## src/rtl/guess_round_ctrl.sv

```systemverilog
// Round sequencer for the number-guessing game: latches the BCD target, runs the round FSM,
// owns the BCD countdown, lives LED bar, hint code and beeper. All outputs registered.
// Enter -> state change 3 cycles; optional wrong-guess chirp enabled by GUESS_MISS_BEEP_EN.
module guess_round_ctrl #(
  parameter int unsigned MAX_TRIES  = 8,
  parameter int unsigned TIME_TENS  = 9,
  parameter int unsigned TIME_ONES  = 9,
  parameter int unsigned BEEP_TICKS = 3
) (
  input  logic       CLK,
  input  logic       Clear_n,
  input  logic       sec_tick,
  input  logic       Enter,
  input  logic [3:0] num1,
  input  logic [3:0] num2,
  input  logic [3:0] rnd_tens,
  input  logic [3:0] rnd_ones,
  output logic [3:0] tgt_tens,
  output logic [3:0] tgt_ones,
  output logic [3:0] time_tens,
  output logic [3:0] time_ones,
  output logic [2:0] hint,
  output logic [7:0] lives,
  output logic       beep,
  output logic [2:0] state
);

  typedef enum logic [2:0] {
    S_IDLE  = 3'd0,
    S_ARM   = 3'd1,
    S_PLAY  = 3'd2,
    S_CHECK = 3'd3,
    S_WIN   = 3'd4,
    S_LOSE  = 3'd5
  } state_t;

  localparam logic [3:0] TT_RST = 4'(TIME_TENS);
  localparam logic [3:0] TO_RST = 4'(TIME_ONES);
  localparam logic [3:0] TRIES_MAX = 4'(MAX_TRIES);
  localparam logic [7:0] BEEP_LEN = 8'(BEEP_TICKS);

  state_t     state_q, state_d;
  logic       sync1_q, sync2_q, sync3_q;
  logic [3:0] tgt_t_q, tgt_t_d, tgt_o_q, tgt_o_d;
  logic [3:0] tm_t_q, tm_t_d, tm_o_q, tm_o_d;
  logic [2:0] hint_q, hint_d;
  logic [7:0] lives_q, lives_d;
  logic       beep_q, beep_d;
  logic [7:0] bcnt_q, bcnt_d;
  logic [3:0] tries_q, tries_d;

  logic       ent_p;
  logic [6:0] guess_v, target_v;
  logic       time_zero, dec_zero;
  logic [3:0] dec_t, dec_o;

  // Rising edge of the synchronized button level.
  assign ent_p = sync2_q & ~sync3_q;

  // Guess/target as binary values and the BCD decrement of the countdown.
  always_comb begin
    guess_v   = 7'({3'b000, num1} * 7'd10) + {3'b000, num2};
    target_v  = 7'({3'b000, tgt_t_q} * 7'd10) + {3'b000, tgt_o_q};
    time_zero = (tm_t_q == 4'd0) && (tm_o_q == 4'd0);
    if (tm_o_q == 4'd0) begin
      dec_o = 4'd9;
      dec_t = tm_t_q - 4'd1;
    end else begin
      dec_o = tm_o_q - 4'd1;
      dec_t = tm_t_q;
    end
    dec_zero = (dec_t == 4'd0) && (dec_o == 4'd0);
  end

  // Next-state and datapath updates; WIN/LOSE entry actions are applied after the case.
  always_comb begin
    state_d = state_q;
    tgt_t_d = tgt_t_q;
    tgt_o_d = tgt_o_q;
    tm_t_d  = tm_t_q;
    tm_o_d  = tm_o_q;
    hint_d  = hint_q;
    lives_d = lives_q;
    beep_d  = beep_q;
    bcnt_d  = bcnt_q;
    tries_d = tries_q;
    case (state_q)
      S_IDLE: begin
        if (ent_p) state_d = S_ARM;
      end
      S_ARM: begin
        tgt_t_d = (rnd_tens > 4'd9) ? 4'd9 : rnd_tens;
        tgt_o_d = (rnd_ones > 4'd9) ? 4'd9 : rnd_ones;
        tm_t_d  = TT_RST;
        tm_o_d  = TO_RST;
        lives_d = 8'hFF;
        tries_d = 4'd0;
        hint_d  = 3'b000;
        beep_d  = 1'b0;
        state_d = S_PLAY;
      end
      S_PLAY: begin
        // A chirp (if any) lasts until the next second strobe.
        if (sec_tick) beep_d = 1'b0;
        if (sec_tick && !time_zero) begin
          tm_t_d = dec_t;
          tm_o_d = dec_o;
        end
        // A press wins over a timeout; CHECK re-evaluates the countdown.
        if (ent_p) state_d = S_CHECK;
        else if (time_zero || (sec_tick && dec_zero)) state_d = S_LOSE;
      end
      S_CHECK: begin
        if ((num1 > 4'd9) || (num2 > 4'd9)) begin
          state_d = S_PLAY;
        end else if (guess_v == target_v) begin
          state_d = S_WIN;
        end else if (time_zero) begin
          state_d = S_LOSE;
        end else begin
          tries_d = tries_q + 4'd1;
          lives_d[tries_q[2:0]] = 1'b0;
          if (tries_d >= TRIES_MAX) begin
            state_d = S_LOSE;
          end else begin
            hint_d  = (target_v > guess_v) ? 3'b001 : 3'b010;
            state_d = S_PLAY;
`ifdef GUESS_MISS_BEEP_EN
            beep_d  = 1'b1;
`endif
          end
        end
      end
      S_WIN, S_LOSE: begin
        if (beep_q && sec_tick) begin
          if (bcnt_q <= 8'd1) beep_d = 1'b0;
          bcnt_d = bcnt_q - 8'd1;
        end
        if (ent_p) begin
          state_d = S_IDLE;
          beep_d  = 1'b0;
        end
      end
      default: state_d = S_IDLE;
    endcase
    if ((state_d == S_WIN) && (state_q != S_WIN)) begin
      hint_d = 3'b011;
      beep_d = 1'b1;
      bcnt_d = BEEP_LEN;
    end
    if ((state_d == S_LOSE) && (state_q != S_LOSE)) begin
      hint_d  = 3'b111;
      lives_d = 8'h00;
      beep_d  = 1'b1;
      bcnt_d  = BEEP_LEN;
    end
  end

  // State register.
  always_ff @(posedge CLK or negedge Clear_n) begin
    if (!Clear_n) state_q <= S_IDLE;
    else          state_q <= state_d;
  end

  // Synchronizer, target, countdown, hint, lives and beeper registers.
  always_ff @(posedge CLK or negedge Clear_n) begin
    if (!Clear_n) begin
      sync1_q <= 1'b0;
      sync2_q <= 1'b0;
      sync3_q <= 1'b0;
      tgt_t_q <= 4'd0;
      tgt_o_q <= 4'd0;
      tm_t_q  <= TT_RST;
      tm_o_q  <= TO_RST;
      hint_q  <= 3'b000;
      lives_q <= 8'hFF;
      beep_q  <= 1'b0;
      bcnt_q  <= 8'd0;
      tries_q <= 4'd0;
    end else begin
      sync1_q <= Enter;
      sync2_q <= sync1_q;
      sync3_q <= sync2_q;
      tgt_t_q <= tgt_t_d;
      tgt_o_q <= tgt_o_d;
      tm_t_q  <= tm_t_d;
      tm_o_q  <= tm_o_d;
      hint_q  <= hint_d;
      lives_q <= lives_d;
      beep_q  <= beep_d;
      bcnt_q  <= bcnt_d;
      tries_q <= tries_d;
    end
  end

  assign tgt_tens  = tgt_t_q;
  assign tgt_ones  = tgt_o_q;
  assign time_tens = tm_t_q;
  assign time_ones = tm_o_q;
  assign hint      = hint_q;
  assign lives     = lives_q;
  assign beep      = beep_q;
  assign state     = state_q;

endmodule
```

## config.mk

```make
export PLATFORM = sky130hd
export DESIGN_NAME = guess_round_ctrl
export DESIGN_NICKNAME = d
export VERILOG_FILES = /design/src/rtl/guess_round_ctrl.sv
export SDC_FILE = /design/constraint.sdc
export NUM_CORES = 1
export LEC_CHECK = 0
export ABC_AREA = 1
export CAP_MARGIN = 10
export CORE_UTILIZATION = 40
export DETAILED_ROUTE_END_ITERATION = 10
export DONT_BUFFER_PORTS = 1
export PLACE_DENSITY = 0.58
export REMOVE_ABC_BUFFERS = 1
export SKIP_CTS_REPAIR_TIMING = 1
export SKIP_LAST_GASP = 1
export SLEW_MARGIN = 20
export SYNTH_ARGS = -nofsm -noshare
export SYNTH_HDL_FRONTEND = slang
export SYNTH_SLANG_ARGS = --single-unit
```

## constraint.sdc

```tcl
create_clock -name CLK -period 3.5 [get_ports CLK]
set_clock_uncertainty 0.15 [all_clocks]
set_input_delay 1.05 -clock CLK [delete_from_list [all_inputs] [get_ports CLK]]
set_output_delay 1.05 -clock CLK [all_outputs]
set_load 0.05 [all_outputs]
```

* Word-level counts from Yosys, hierarchy flattened
Index checks and enable logic that the tools add are counted.
** Storage, ports and cells
- Bits in registers :: 46
- Output and inout port bits :: 31
** Operators by class
- Mux-type cells :: 47
- Reduce and logical (&&, ||, !) cells :: 30
- Add/subtract/negate cells :: 6
- Bitwise gates (word level) :: 4
- Order comparisons :: 9
- Equal/unequal tests :: 24
- Multipliers :: 2
** Operators by type and width (number)
- $mux 8 :: 8
- $mux 3 :: 14
- $mux 4 :: 9
- $pmux 4 s2 :: 3
- $ne 4x4->1 const B :: 5
- $gt 4x4->1 const B :: 4
- $logic_not 4->1 :: 4
- $pmux 8 s2 :: 1
- $ne 3x3->1 const B :: 5
- $pmux 3 s5 :: 1
- $add 7x4->7 :: 2
- $eq 3x3->1 const B :: 4
- $mul 4x3->6 const B :: 2
- $reduce_and 4->1 :: 3
- $ne 5x5->1 const B :: 2
- $reduce_bool 3->1 :: 3
- $and 8x8->8 :: 1
- $le 8x1->1 const B :: 1
- $logic_and 1x1->1 :: 8
- $ne 2x2->1 const B :: 4
- $not 8->8 :: 1
- $sub 4x1->4 const B :: 2
- $sub 8x1->8 const B :: 1
- $eq 7x7->1 :: 1
- 23 further kinds :: 33

* Longest topological paths before layout
- Depth in word-level cells :: 13
- Mapped depth :: 21
- Gate-level depth less buffers :: 21

* Least setup slack after synthesis
OpenSTA, ideal clock, no wires.
- Path type :: in2reg
- Start point :: input num1[1]
- End point :: register hint_q[0] (netlist: hint[0])
- Data required time :: 3.219 ns
- Arrival :: 3.459 ns
- Stages :: 17
- Path buffers :: 0
- Setup slack :: -0.241 ns
- Path through :: ha_1 -> ha_1 -> inv_1 -> fa_1 -> nor2_1 -> xor2_1 -> ha_1 -> nand2_1 -> inv_1 -> nand3_1 -> inv_1 -> o21ai_1 -> nand2_2 -> inv_4 -> o21ai_2 -> a22oi_1 -> nand3_1
** On the way
- Longest elaborated chain between the ends :: 11
** RTL lines
- start, declared :: RTL line 14 : input logic [3:0] num1,
- $mul 4x3->6 :: RTL line 62 : guess_v = 7'({3'b000, num1} * 7'd10) + {3'b000, num2};
- $add 7x4->7 :: RTL line 62
- $gt 7x7->1 :: RTL line 126 : hint_d = (target_v > guess_v) ? 3'b001 : 3'b010;
- $mux 2 :: RTL line 126
- $mux 3 :: RTL line 123 : if (tries_d >= TRIES_MAX) begin
- $mux 3 :: RTL line 118 : end else if (time_zero) begin
- $mux 3 :: RTL line 116 : end else if (guess_v == target_v) begin
- $mux 3 :: RTL line 114 : if ((num1 > 4'd9) || (num2 > 4'd9)) begin
- $pmux 3 s2 :: RTL line 87 : case (state_q)
- $mux 3 :: RTL line 146 : if ((state_d == S_WIN) && (state_q != S_WIN)) begin
- $mux 3 :: RTL line 151 : if ((state_d == S_LOSE) && (state_q != S_LOSE)) begin
- end signal, assigned :: RTL line 188 : hint_q <= hint_d;
- end, declared :: RTL line 46 : logic [2:0] hint_q, hint_d;
Parallel ways exist; a longest one is shown, timed or not. The select of a mux whose other input is x is not followed.
A chain may end at the register's enable or synchronous reset.

* Worst setup path in the final report
- Start point :: input num1[3]
- End point :: register bcnt_q[2]
** On the way
- Longest elaborated chain between the ends :: 10
** RTL lines
- $mul 4x3->6 :: RTL line 62
- $add 7x4->7 :: RTL line 62
- $eq 7x7->1 :: RTL line 116
- $mux 3 :: RTL line 116
- $mux 3 * :: RTL line 114
- $pmux 3 s5 * :: RTL line 87
- $eq 3x3->1 (on tied branches) :: RTL line 146, 151
- $logic_and 1x1->1 (on tied branches) :: RTL line 146, 151
- $reduce_bool 3->1 (no line) / $mux 8 (equally long branches)
- $reduce_and 2->1 (no line) / $mux 8 (equally long branches)
- end signal, assigned :: RTL line 191 : bcnt_q <= bcnt_d;
- end, declared :: RTL line 49 : logic [7:0] bcnt_q, bcnt_d;
Mark *: on every way between the ends. The rest lies on a longest branch, timed or not.

==> qor.txt <==
Boundary Pins - 51
Max cap viols - 0
Area Overhead vs Synth - 14.5%
Core region area - 7410 um2
Overall routed net length - 6.32 mm
Buffers & Inverters on Critical Path - 3
Drt initial violations - 65
# setup viols final - 0
Initial Util - 0.421
FF+latch count, synth - 46
GRT Residual Overflow - 0
CP Depth - 18
Placed insts - 473
Setup Crit Path Kind - input port to flop
Total track usage - 0.167
Crit path time final - 3.47 ns
DP Area - 3380 um2
Worst-case reg-to-reg path depth - 19
Slew @ Worst Pin - 0.646 ns
Post-Syn Instances - 357
Syn avg cell area - 8.73 um2
CTS tree - done
Crit path required time - 3.56 ns
Seq/Total Area, Yosys - 0.374
Min-Delay Path Class - flop to flop
Crit path from - num1[3]
Top cells by area, synth - dfrtp_1 27%, dfstp_2 10%, ha_1 10%
Die height - 90.3 um
Yosys top cell by area - dfrtp_1
Total chip power - 0.00304 W
Dpl hpwl - 4.82 mm
Number of synthesized flops with an enable pin - 0
Endpoints failing hold - 0
Largest net degree at the start of global routing - 47
CP Max Fanout - 7
Tcrit/Tclk final - 0.991
DRC viols - 0
PwrDens - 851 nW/um2
Worst path top cell family by delay - adder cells
Die Wd - 90.3 um
Synth warn - 0
Port buffer count - 0
Fmax - 288 MHz
Top FF cell, synth - dfrtp_1
Clock latency on the worst-skew pair - 0.30 ns
Top cell type's share of synthesized area - 0.273
Routed via count divided by cell count - 4.95
Post-synth top cells - 52 x inv_1, 50 x nand2_1, 34 x dfrtp_1
Yosys cell types - 44
Final GP Congestion - 0.816
Area of the die - 8150 um2
First-pass GRT wire length - 11.1 mm
Sequential cell area - 1170 um2
CP arrival - 3.53 ns
Multi-input logic area - 1810 um2
Filler cells - 719
Nets - 431
Setup crit start kind - input port
Worst Hold Depth - 0
Sink Count - 46
Min-Delay Startpoint - sync1_q
Longest Clk Path Bufs - 2
Reg-to-Reg Start - tgt_tens[1]
# rows - 31
Mapped Area - 3120 um2
Diodes inserted - 0
Status - finished, final reports clean
Initial antenna violation count - 0
CTS H-Tree Depth - 2
Rel. slew slack - 0.569
CTS root buf - clkbuf_8
Vias in the first global route - 2402
Hold slack - 0.206 ns
Share of post-route cells with drive strength above 1 - 0.269
Top-count cell post-synth - inv_1
Async S/R FF share, synth - 1.00
Worst VDD drop - 0.000492 V
DRT Pass-1 Iters - 4
Fin area - 3570 um2
Most Frequent Cell on Critical Path - inv_2
Unrepaired setup endpoints after global routing - yes
Finished Layout Cells - 482
Worst path cell trace - ha_4 > ha_4 > inv_2 > fa_1 > nor2_1 > xor2_1 > ha_1 > nand2_2 > inv_2 > nand3_4 > nand3_2 > nand2_2 > o21bai_4 > inv_2 > a21oi_4 > nand2_8 > nand2_8 > nor2_2
Wire per inst - 13.1 um
TritonCTS Buffers - 5
Antenna Nets Post-Route - 0
LEAKAGE - 1.71 nW
Critical path endpoint category - flop
Slowest cell on the critical path - fa_1
Slew Viols, Final - 0
Reg clk slew, reported paths - 0.09 ns
Max incr delay on CP - 0.54 ns
Via count - 2384
final cells by class:
| type | count | area share |
|---|---|---|
| inverters | 59 | 0.0635 |
| multi-input cells | 250 | 0.509 |
| clock buffers | 6 | 0.0203 |
| flip-flops and latches | 46 | 0.327 |
| clock inverters | 2 | 0.00386 |
| repair buffers | 20 | 0.0421 |
| well taps | 99 | 0.0347 |
registers in the layout, summed over array words and instances, names as in the netlist:
register / count
time_ones: 4
sync3_q: 1
state: 3
tries_q: 4
sync2_q: 1
time_tens: 4
sync1_q: 1
beep: 1
tgt_tens: 4
tgt_ones: 4
bcnt_q: 8
hint: 3
lives: 8
metrics by stage:
step                utilization  worst slack [ns]  setup TNS, ns
global route              0.482            -0.130          -1.93
floorplan                     -            -0.241          -3.62
CTS                       0.467           -0.0904         -0.918
finish                    0.482            0.0305              0
detailed placement        0.456            -0.414          -8.48
global placement          0.456            -0.386          -7.50
kinds of logic (layout without fill, tap and decap cells):
logic type / Yosys count / count (layout) / share of synthesized area
buffers and inverters: 61 / 87 / 0.0751
AND/OR/NAND/NOR: 141 / 141 / 0.241
AO/OA/AOI/OAI: 62 / 62 / 0.133
XOR/XNOR: 18 / 18 / 0.0506
flip-flops: 46 / 46 / 0.374
adder cells (fa/ha/maj): 29 / 29 / 0.126
layer usage:
layer	GRT usage	part of all wire	vias up	wire [um]
li1	-	-	1217	-
met1	0.210	0.45	1114	2840
met2	0.281	0.48	46	3040
met3	0.0497	0.059	7	372
met4	0.0417	0.011	0	72
met5	0	0	-	0
report_power, final:
part | switching [W] | leakage [nW] | internal, W
logic | 0.000945 | 1.10 | 0.000631
registers | 0.000421 | 0.562 | 0.000707
clock network | 0.000191 | 0.0452 | 0.000141
worst paths after layout:
check / endpoint / slack (ns)
hold reg to reg: sync2_q / 0.21
min in group asynchronous: tries_q[2] / 0.27
setup reg to reg: bcnt_q[2] / 0.21
setup / recovery: bcnt_q[2] / 0.03
hold / removal: sync2_q / 0.21
max in group asynchronous: time_tens[3] / 2.75
placed cells by master (no fill, tap or decap), types with 4 or more instances in the layout:
master    instances
nand2_4           6
a21oi_2           7
nand2_2           5
o22ai_1           4
fa_1              4
nand3_1          18
nor2_4            4
ha_1             23
clkbuf_8          5
nand3_2           4
o21ai_0          20
o21ai_1           4
nand2_1          48
nor2_1           27
xnor2_1           7
dfrtp_1          34
xor2_1           11
nor2_2           14
buf_4            20
inv_1            49
a21oi_1           8
dfstp_2          12
inv_2             8
(Power assumes the default switching activity.)
